==> src/rtl/pipe_hazard_ctrl.sv <==
// ---------------------------------------------------------------------------
// pipe_hazard_ctrl
// Central stall/flush controller for a 5-stage pipeline (IF/ID, ID/EX,
// EX/MEM, MEM/WB registers plus PC hold). A register is never stalled and
// flushed in the same cycle.
//
// Hazard sources: load-use in ID, taken branch in EX, multi-cycle MDU op,
// data-memory wait (with timeout).
//
// Ports:
//   clk, rst                 clock, synchronous active-high reset
//   id_rs/id_rt, id_use_*    ID-stage source registers and their use flags
//   ex_rd, ex_is_load        EX-stage destination and load flag
//   ex_br_taken              EX branch/jump resolved taken
//   ex_mdu_start             EX issues a mul/div
//   mem_req, mem_ready       MEM-stage data access and its completion
//   pc_stall, pc_redirect    PC hold / load branch target
//   stall_*, flush_*         per pipeline-register stall and bubble
//   mdu_done                 one-cycle pulse, MDU result valid
//   mem_err                  one-cycle pulse, memory timeout
//   state                    00 RUN, 01 MDU, 10 MEM
// ---------------------------------------------------------------------------
module pipe_hazard_ctrl #(
  parameter int REGW    = 5,
  parameter int MDU_LAT = 4,
  parameter int CNTW    = 3,
  parameter int MEM_TO  = 15
) (
  input  logic            clk,
  input  logic            rst,
  input  logic [REGW-1:0] id_rs,
  input  logic            id_use_rs,
  input  logic [REGW-1:0] id_rt,
  input  logic            id_use_rt,
  input  logic [REGW-1:0] ex_rd,
  input  logic            ex_is_load,
  input  logic            ex_br_taken,
  input  logic            ex_mdu_start,
  input  logic            mem_req,
  input  logic            mem_ready,
  output logic            pc_stall,
  output logic            pc_redirect,
  output logic            stall_ifid,
  output logic            stall_idex,
  output logic            stall_exmem,
  output logic            stall_memwb,
  output logic            flush_ifid,
  output logic            flush_idex,
  output logic            flush_exmem,
  output logic            flush_memwb,
  output logic            mdu_done,
  output logic            mem_err,
  output logic [1:0]      state
);

  typedef enum logic [1:0] {
    ST_RUN = 2'b00,
    ST_MDU = 2'b01,
    ST_MEM = 2'b10
  } state_t;

  localparam int MW = (MEM_TO > 1) ? $clog2(MEM_TO) : 1;
  localparam logic [MW-1:0]   MEM_LAST = MW'(MEM_TO - 1);
  // Counter preload is only meaningful when the MDU actually stalls.
  localparam logic [CNTW-1:0] MDU_INIT = CNTW'((MDU_LAT > 1) ? MDU_LAT - 2 : 0);

  state_t          cur_state, nxt_state;
  logic [CNTW-1:0] mdu_cnt, mdu_cnt_nxt;
  logic [MW-1:0]   mem_cnt, mem_cnt_nxt;
  logic            load_use;

  assign load_use = ex_is_load && (ex_rd != '0) &&
                    ((id_use_rs && (id_rs == ex_rd)) ||
                     (id_use_rt && (id_rt == ex_rd)));

  assign state = cur_state;

  // NOTE: sequential state uses non-blocking assignments so every register
  // samples the pre-edge values, independent of statement order.
  always_ff @(posedge clk) begin
    if (rst) begin
      cur_state <= ST_RUN;
      mdu_cnt   <= '0;
      mem_cnt   <= '0;
    end else begin
      cur_state <= nxt_state;
      mdu_cnt   <= mdu_cnt_nxt;
      mem_cnt   <= mem_cnt_nxt;
    end
  end

  always_comb begin
    // NOTE: every output and next-state value gets a default first, so no
    // path through the case below can leave one unassigned (no latches).
    nxt_state   = cur_state;
    mdu_cnt_nxt = mdu_cnt;
    mem_cnt_nxt = mem_cnt;
    pc_stall    = 1'b0;
    pc_redirect = 1'b0;
    stall_ifid  = 1'b0;
    stall_idex  = 1'b0;
    stall_exmem = 1'b0;
    stall_memwb = 1'b0;
    flush_ifid  = 1'b0;
    flush_idex  = 1'b0;
    flush_exmem = 1'b0;
    flush_memwb = 1'b0;
    mdu_done    = 1'b0;
    mem_err     = 1'b0;

    if (!rst) begin
      unique case (cur_state)
        ST_RUN: begin
          if (mem_req && !mem_ready) begin
            // Memory wait outranks everything: freeze up to EX/MEM, bubble WB.
            nxt_state   = ST_MEM;
            mem_cnt_nxt = '0;
            pc_stall    = 1'b1;
            stall_ifid  = 1'b1;
            stall_idex  = 1'b1;
            stall_exmem = 1'b1;
            flush_memwb = 1'b1;
          end else if (ex_mdu_start && (MDU_LAT > 1)) begin
            nxt_state   = ST_MDU;
            mdu_cnt_nxt = MDU_INIT;
            pc_stall    = 1'b1;
            stall_ifid  = 1'b1;
            stall_idex  = 1'b1;
            stall_exmem = 1'b1;
            flush_memwb = 1'b1;
          end else begin
            // Single-cycle MDU completes in place; pipeline keeps flowing.
            mdu_done = ex_mdu_start;
            if (ex_br_taken) begin
              // Wrong-path instructions in IF and ID die; a load-use stall
              // on a dead ID instruction would be pointless.
              pc_redirect = 1'b1;
              flush_ifid  = 1'b1;
              flush_idex  = 1'b1;
            end else if (load_use) begin
              pc_stall   = 1'b1;
              stall_ifid = 1'b1;
              flush_idex = 1'b1;
            end
          end
        end

        ST_MDU: begin
          if (mdu_cnt == '0) begin
            mdu_done  = 1'b1;
            nxt_state = ST_RUN;
          end else begin
            mdu_cnt_nxt = mdu_cnt - CNTW'(1);
            pc_stall    = 1'b1;
            stall_ifid  = 1'b1;
            stall_idex  = 1'b1;
            stall_exmem = 1'b1;
            flush_memwb = 1'b1;
          end
        end

        ST_MEM: begin
          if (mem_ready) begin
            nxt_state = ST_RUN;
          end else if (mem_cnt == MEM_LAST) begin
            // Timeout: kill the stuck access instead of holding it.
            mem_err     = 1'b1;
            nxt_state   = ST_RUN;
            pc_stall    = 1'b1;
            stall_ifid  = 1'b1;
            stall_idex  = 1'b1;
            flush_exmem = 1'b1;
            flush_memwb = 1'b1;
          end else begin
            mem_cnt_nxt = mem_cnt + MW'(1);
            pc_stall    = 1'b1;
            stall_ifid  = 1'b1;
            stall_idex  = 1'b1;
            stall_exmem = 1'b1;
            flush_memwb = 1'b1;
          end
        end

        default: nxt_state = ST_RUN;
      endcase
    end
  end

  a_no_stall_and_flush: assert property (@(posedge clk)
    !((stall_ifid && flush_ifid) || (stall_idex && flush_idex) ||
      (stall_exmem && flush_exmem) || (stall_memwb && flush_memwb)));

endmodule

==> config.mk <==
export PLATFORM = sky130hd
export DESIGN_NAME = pipe_hazard_ctrl
export DESIGN_NICKNAME = d
export VERILOG_FILES = /design/src/rtl/pipe_hazard_ctrl.sv
export SDC_FILE = /design/constraint.sdc
export NUM_CORES = 1
export LEC_CHECK = 0
export ABC_AREA = 1
export CAP_MARGIN = 25
export CORE_ASPECT_RATIO = 1.75
export CORE_MARGIN = 4
export CORE_UTILIZATION = 30
export CTS_BUF_LIST = sky130_fd_sc_hd__clkbuf_16
export CTS_CLUSTER_SIZE = 24
export DETAILED_ROUTE_END_ITERATION = 8
export GPL_TIMING_DRIVEN = 0
export PLACE_DENSITY = 0.64
export SLEW_MARGIN = 20
export SYNTH_ARGS = -nofsm -noshare
export SYNTH_HDL_FRONTEND = slang
export SYNTH_SLANG_ARGS = --single-unit
export TNS_END_PERCENT = 50
==> constraint.sdc <==
create_clock -name clk -period 1.5 [get_ports clk]
set_input_delay 0.3 -clock clk [delete_from_list [all_inputs] [get_ports clk]]
set_output_delay 0.3 -clock clk [all_outputs]
set_load 0.05 [all_outputs]
* Yosys cells after proc, flatten, opt, wreduce, memory -nomap -nowiden
Cells that the tools add are included.
** Storage, ports and cells
- Logic and storage cells :: 81
- Output and inout bits :: 14
- Flip-flop bits (word level) :: 9
** Cells by class
- Equality and inequality tests :: 14
- Muxes and demuxes :: 47
- Reductions and logical operators :: 15
- Add/subtract/negate cells :: 2
** Operator list (number)
- two-way mux 1 bit :: 30
- inequality test 2 bit, second input constant :: 7
- two-way mux 4 bit :: 3
- == test 5 bit :: 2
- two-way mux 2 bit :: 5
- two-way mux 3 bit :: 3
- one-hot mux 1 bit (3 select lines) :: 3
- one-hot mux 4 bit (2 select lines) :: 1
- AND reduction 4 bit :: 2
- inequality test 3 bit, second input constant :: 2
- one-hot mux 2 bit (3 select lines) :: 1
- one-hot mux 3 bit (2 select lines) :: 1
- logical AND 1 bit :: 5
- nonzero test 5 bit :: 1
- adder 4 x 1 -> 4 bit, second input constant :: 1
- == test 4 bit, second input constant :: 1
- nonzero test 2 bit :: 2
- logical NOT 3 bit :: 1
- AND reduction 3 bit :: 1
- subtractor 3 x 1 -> 3 bit, second input constant :: 1
- == test 2 x 1 -> 1 bit, second input constant :: 1
- == test 2 bit, second input constant :: 1
- logical NOT 2 bit :: 1
- logical NOT 1 bit :: 1
- logical OR 1 bit :: 1

* Longest topological paths before layout
- Depth in word-level cells :: 10
- Gate-level depth with buffers :: 9
- Depth with buffers taken out :: 9

* Worst setup path before layout
OpenSTA, ideal clock, no wires.
- Kind :: register to output
- Start :: reg cur_state[1] (netlist: state[1])
- End :: out mem_err
- Data arrival time :: 2.443 ns
- Buffers on the path :: 1
- Stages on the path, launching flop included :: 6
- Setup slack :: -1.243 ns
- Required time :: 1.200 ns
- Cells stage by stage :: dfxtp_1 inv_2 nor2_2 nand2_1 nor3_1 buf_4
** Between the ends
- Longest elaborated chain between the ends :: 3
** Ends and longest elaborated chain
- from (decl) :: line 67 : state_t cur_state, nxt_state;
- from (signal assigned) :: line 86 : cur_state <= nxt_state;
- == test 2 bit
- two-way mux 1 bit (2 in a row)
- to (decl) :: line 52 : output logic mem_err,
No other way between the ends.

* Worst setup path after layout
- Start :: reg mdu_cnt[0]
- End :: out stall_idex
** Between the ends
- Longest elaborated chain between the ends :: 4
** Ends and longest elaborated chain
- from (decl) :: line 68 : logic [CNTW-1:0] mdu_cnt, mdu_cnt_nxt;
- from (signal assigned) :: line 87 : mdu_cnt <= mdu_cnt_nxt;
- logical NOT 3 bit :: line 149 : if (mdu_cnt == '0) begin
- two-way mux 1 bit :: line 149
- one-hot mux 1 bit (3 select lines) :: line 112 : unique case (cur_state)
- two-way mux 1 bit :: line 111 : if (!rst) begin
- to (decl) :: line 44 : output logic stall_idex,
No other way between the ends.

==> flow_metrics.py <==
metrics = {
    "outcome": {
        "outcome": "finished, violations left",
        "violations": "setup timing",
    },
    "finish": {
        "final_nets": 221,
        "area.sequential_um2": 193,
        "fillers": 292,
        "area_growth_pct": 80.1,
        "layout-drive-gt1-share": 0.484,
        "final_cells": 219,
        "multiInputGateArea_um2": 637,
        "design_area_um2": 1500,
        "num_antenna_cells": 0,
        "fin_util": 0.556,
    },
    "sta": {
        "fin_crit_sh": 1.24,
        "rsz0062_at_grt": "true",
        "skew_ns": 0.00356,
        "fmax_mhz": 539,
        "setup_slack_ns": -0.355,
        "hold_violations": 0,
        "setup_viol": 12,
        "finalSetupTns_ns": -1.98,
        "timing.hold.ws_ns": 0.489,
        "min_period_ns": 1.86,
        "drv_slew": 0,
    },
    "logic_synthesis": {
        "synth_seq_area_share": 0.217,
        "synth_fp_nets": 174,
        "avgSynthCellArea_um2": 5.69,
        "synth_edf_count": 0,
        "synth_top_area_share": 0.217,
        "synthCells": 146,
        "yosys-top-cells-count": "nand2_1, inv_1, nor2_1",
        "yosysTopAreaCell": "dfxtp_1",
        "synth_cell_types": 20,
        "async_reset_ff_frac": 0,
        "synthFlopType": "dfxtp_1",
        "synth-seq-cells": 9,
        "ys_warn_count": 0,
        "synth.most_common_cell": "nand2_1",
        "syn_area_um2": 831,
        "synthTopCellsByArea": "dfxtp_1, nand2_1, inv_1",
    },
    "critical_path": {
        "worstPathRequired_ns": 1.20,
        "start_kind": "register",
        "cp-end-kind": "primary output",
        "reg2reg_to": "mdu_cnt[1]$_SDFFE_PP0P_",
        "critical_path.max_fanout": 3,
        "reg2reg_slack_ns": -0.02,
        "crit_arrival_ns": 1.56,
        "criticalPathCategory": "reg2out",
        "reg2reg_depth": 11,
        "r2r_start": "mdu_cnt[1]$_SDFFE_PP0P_",
    },
    "power_and_ir_drop": {
        "switchingPower_mw": 0.427,
        "ir_drop_uv": 466,
        "combPwrFrac": 0.404,
        "switching_share": 0.343,
        "power.total_mw": 1.24,
        "p_leak_nw": 0.784,
        "clkPwrFrac": 0.370,
        "sequentialPowerShare": 0.227,
        "p_per_area_nw_per_um2": 831,
        "p_int_mw": 0.817,
    },
    "placed_design": {
        "postPlaceCellArea_um2": 1360,
        "place.gp.congestion": 0.785,
        "placed_cells": 209,
        "pre_cts_ws_ns": -1.32,
        "dp_hpwl_um": 1960,
        "io_buffers": 36,
    },
    "detailed_routing": {
        "drc": 0,
        "wl_um": 2430,
        "routed_via_density": 4.65,
        "ant_nets": 0,
        "wl_per_cell_um": 11.1,
        "vias": 1018,
        "initialDrtViolationCount": 17,
        "first_pass_iters": 3,
    },
    "floorplan": {
        "core_um2": 2690,
        "io_pins": 38,
        "die_h_um": 77.6,
        "die-area_um2": 3710,
        "die_w_um": 47.8,
        "start_util": 0.309,
        "rows": 25,
    },
    "worst_hold_path": {
        "hold_class": "reg2reg",
        "holdPathStages": 2,
        "hold_path_startpoint": "mdu_cnt[2]$_SDFFE_PP0P_",
        "hold_path_end": "mdu_cnt[2]$_SDFFE_PP0P_",
    },
    "clocking": {
        "clk_pin_slew_ns": 0.04,
        "cts_hold_buf": 0,
        "cts_sinks": 9,
        "tritoncts": "yes",
        "cts_max_level": 1,
        "cts_made_buffers": 3,
        "cts.path.max_buffers": 2,
        "cts_root_buffer": "clkbuf_16",
        "insertion_delay_ns": 0.23,
    },
    "global_routing": {
        "grt_overflow": 0,
        "antenna_found_initial": 0,
        "first_global_vias": 1060,
        "grt_start_max_net_pins": 8,
        "grt_pass1_wl_um": 3980,
        "track_usage": 0.143,
    },
    "flow_run": {
        "cap_violations": 0,
    },
}
## layer usage
| layer | routed length, µm | vias up | share of wire | track usage |
|---|---|---|---|---|
| li1 | - | 533 | - | - |
| met1 | 834 | 453 | 0.34 | 0.125 |
| met2 | 1440 | 27 | 0.59 | 0.275 |
| met3 | 97 | 5 | 0.040 | 0.0209 |
| met4 | 52 | 0 | 0.021 | 0.0755 |
| met5 | 0 | - | 0 | 0 |
## final cells by class
type                            count  area share
Multi-Input combinational cell     99       0.426
Timing Repair Buffer               42       0.242
Sequential cell                     9       0.129
Inverter                           33      0.0903
Clock buffer                        3      0.0502
Buffer                              5      0.0376
Tap cell                           27      0.0226
Clock inverter                      1     0.00251
## power groups by stage
| stage | clock [mW] | combinational [mW] | sequential [mW] |
|---|---|---|---|
| 3_5_place_dp | 0 | 0.473 | 0.283 |
| 2_1_floorplan | 0 | 0.306 | 0.294 |
| 3_3_place_gp | 0 | 0.466 | 0.281 |
| 4_1_cts | 0.467 | 0.499 | 0.282 |
| 5_1_grt | 0.479 | 0.551 | 0.284 |
| 6_report | 0.460 | 0.502 | 0.282 |
## repair_timing
item	4_1_cts	5_1_grt
buffers inserted	5	1
resized for setup	169	3
setup endpoints to repair	13	11
endpoints found under the hold margin	0	0
pin swaps	33	7
## worst max path at each step
stage | start | end | slack (ns) | cells after the start
finish | mdu_cnt[0]$_SDFFE_PP0P_ | stall_idex | -0.36 | 10
CTS | mdu_cnt[0]$_SDFFE_PP0P_ | stall_idex | -0.35 | 10
detailed placement | rst | pc_redirect | -1.32 | 6
global placement | rst | pc_redirect | -1.31 | 6
global route | mdu_cnt[0]$_SDFFE_PP0P_ | stall_idex | -0.41 | 10
floorplan | state[1]$_SDFFE_PP0P_ | mem_err | -0.24 | 5
## cell usage in the layout (no fill, tap or decap), types with 3 or more instances in the layout
cell and n:
a21oi_1 3, dlygate4sd2_1 8, dfxtp_1 3, buf_6 9, nand2_4 4, ha_4 3
nor2_1 16, nand2_2 4, nor3_1 3, inv_2 15, o21ai_1 4, inv_4 3
clkbuf_16 3, buf_2 13, dfxtp_2 4, nand3_1 5, buf_4 8, nand2_1 33
nor2_4 4, buf_8 6, nand3_2 3, inv_1 15
## cell families after synthesis
family / synth area share
AOI/OAI and AO/OA: 0.0873
adders and majority gates: 0.0602
buffers and inverters: 0.194
DFF: 0.217
other: 0.00451
and+or+nand+nor: 0.437
## critical path: stages (launching register included)
cell and delay, ns:
dfxtp_2 0.32, inv_2 0.07, ha_4 0.14, ha_4 0.14, nor2_4 0.03, inv_2 0.07
nand3_2 0.09, nand2_4 0.11, clkinvlp_4 0.10, buf_8 0.12, buf_8 0.14
## state kept, by name, summed over array words and instances (netlist names)
name and count:
mdu_cnt 3, state 2, mem_cnt 4
(Power assumes the default switching activity.)
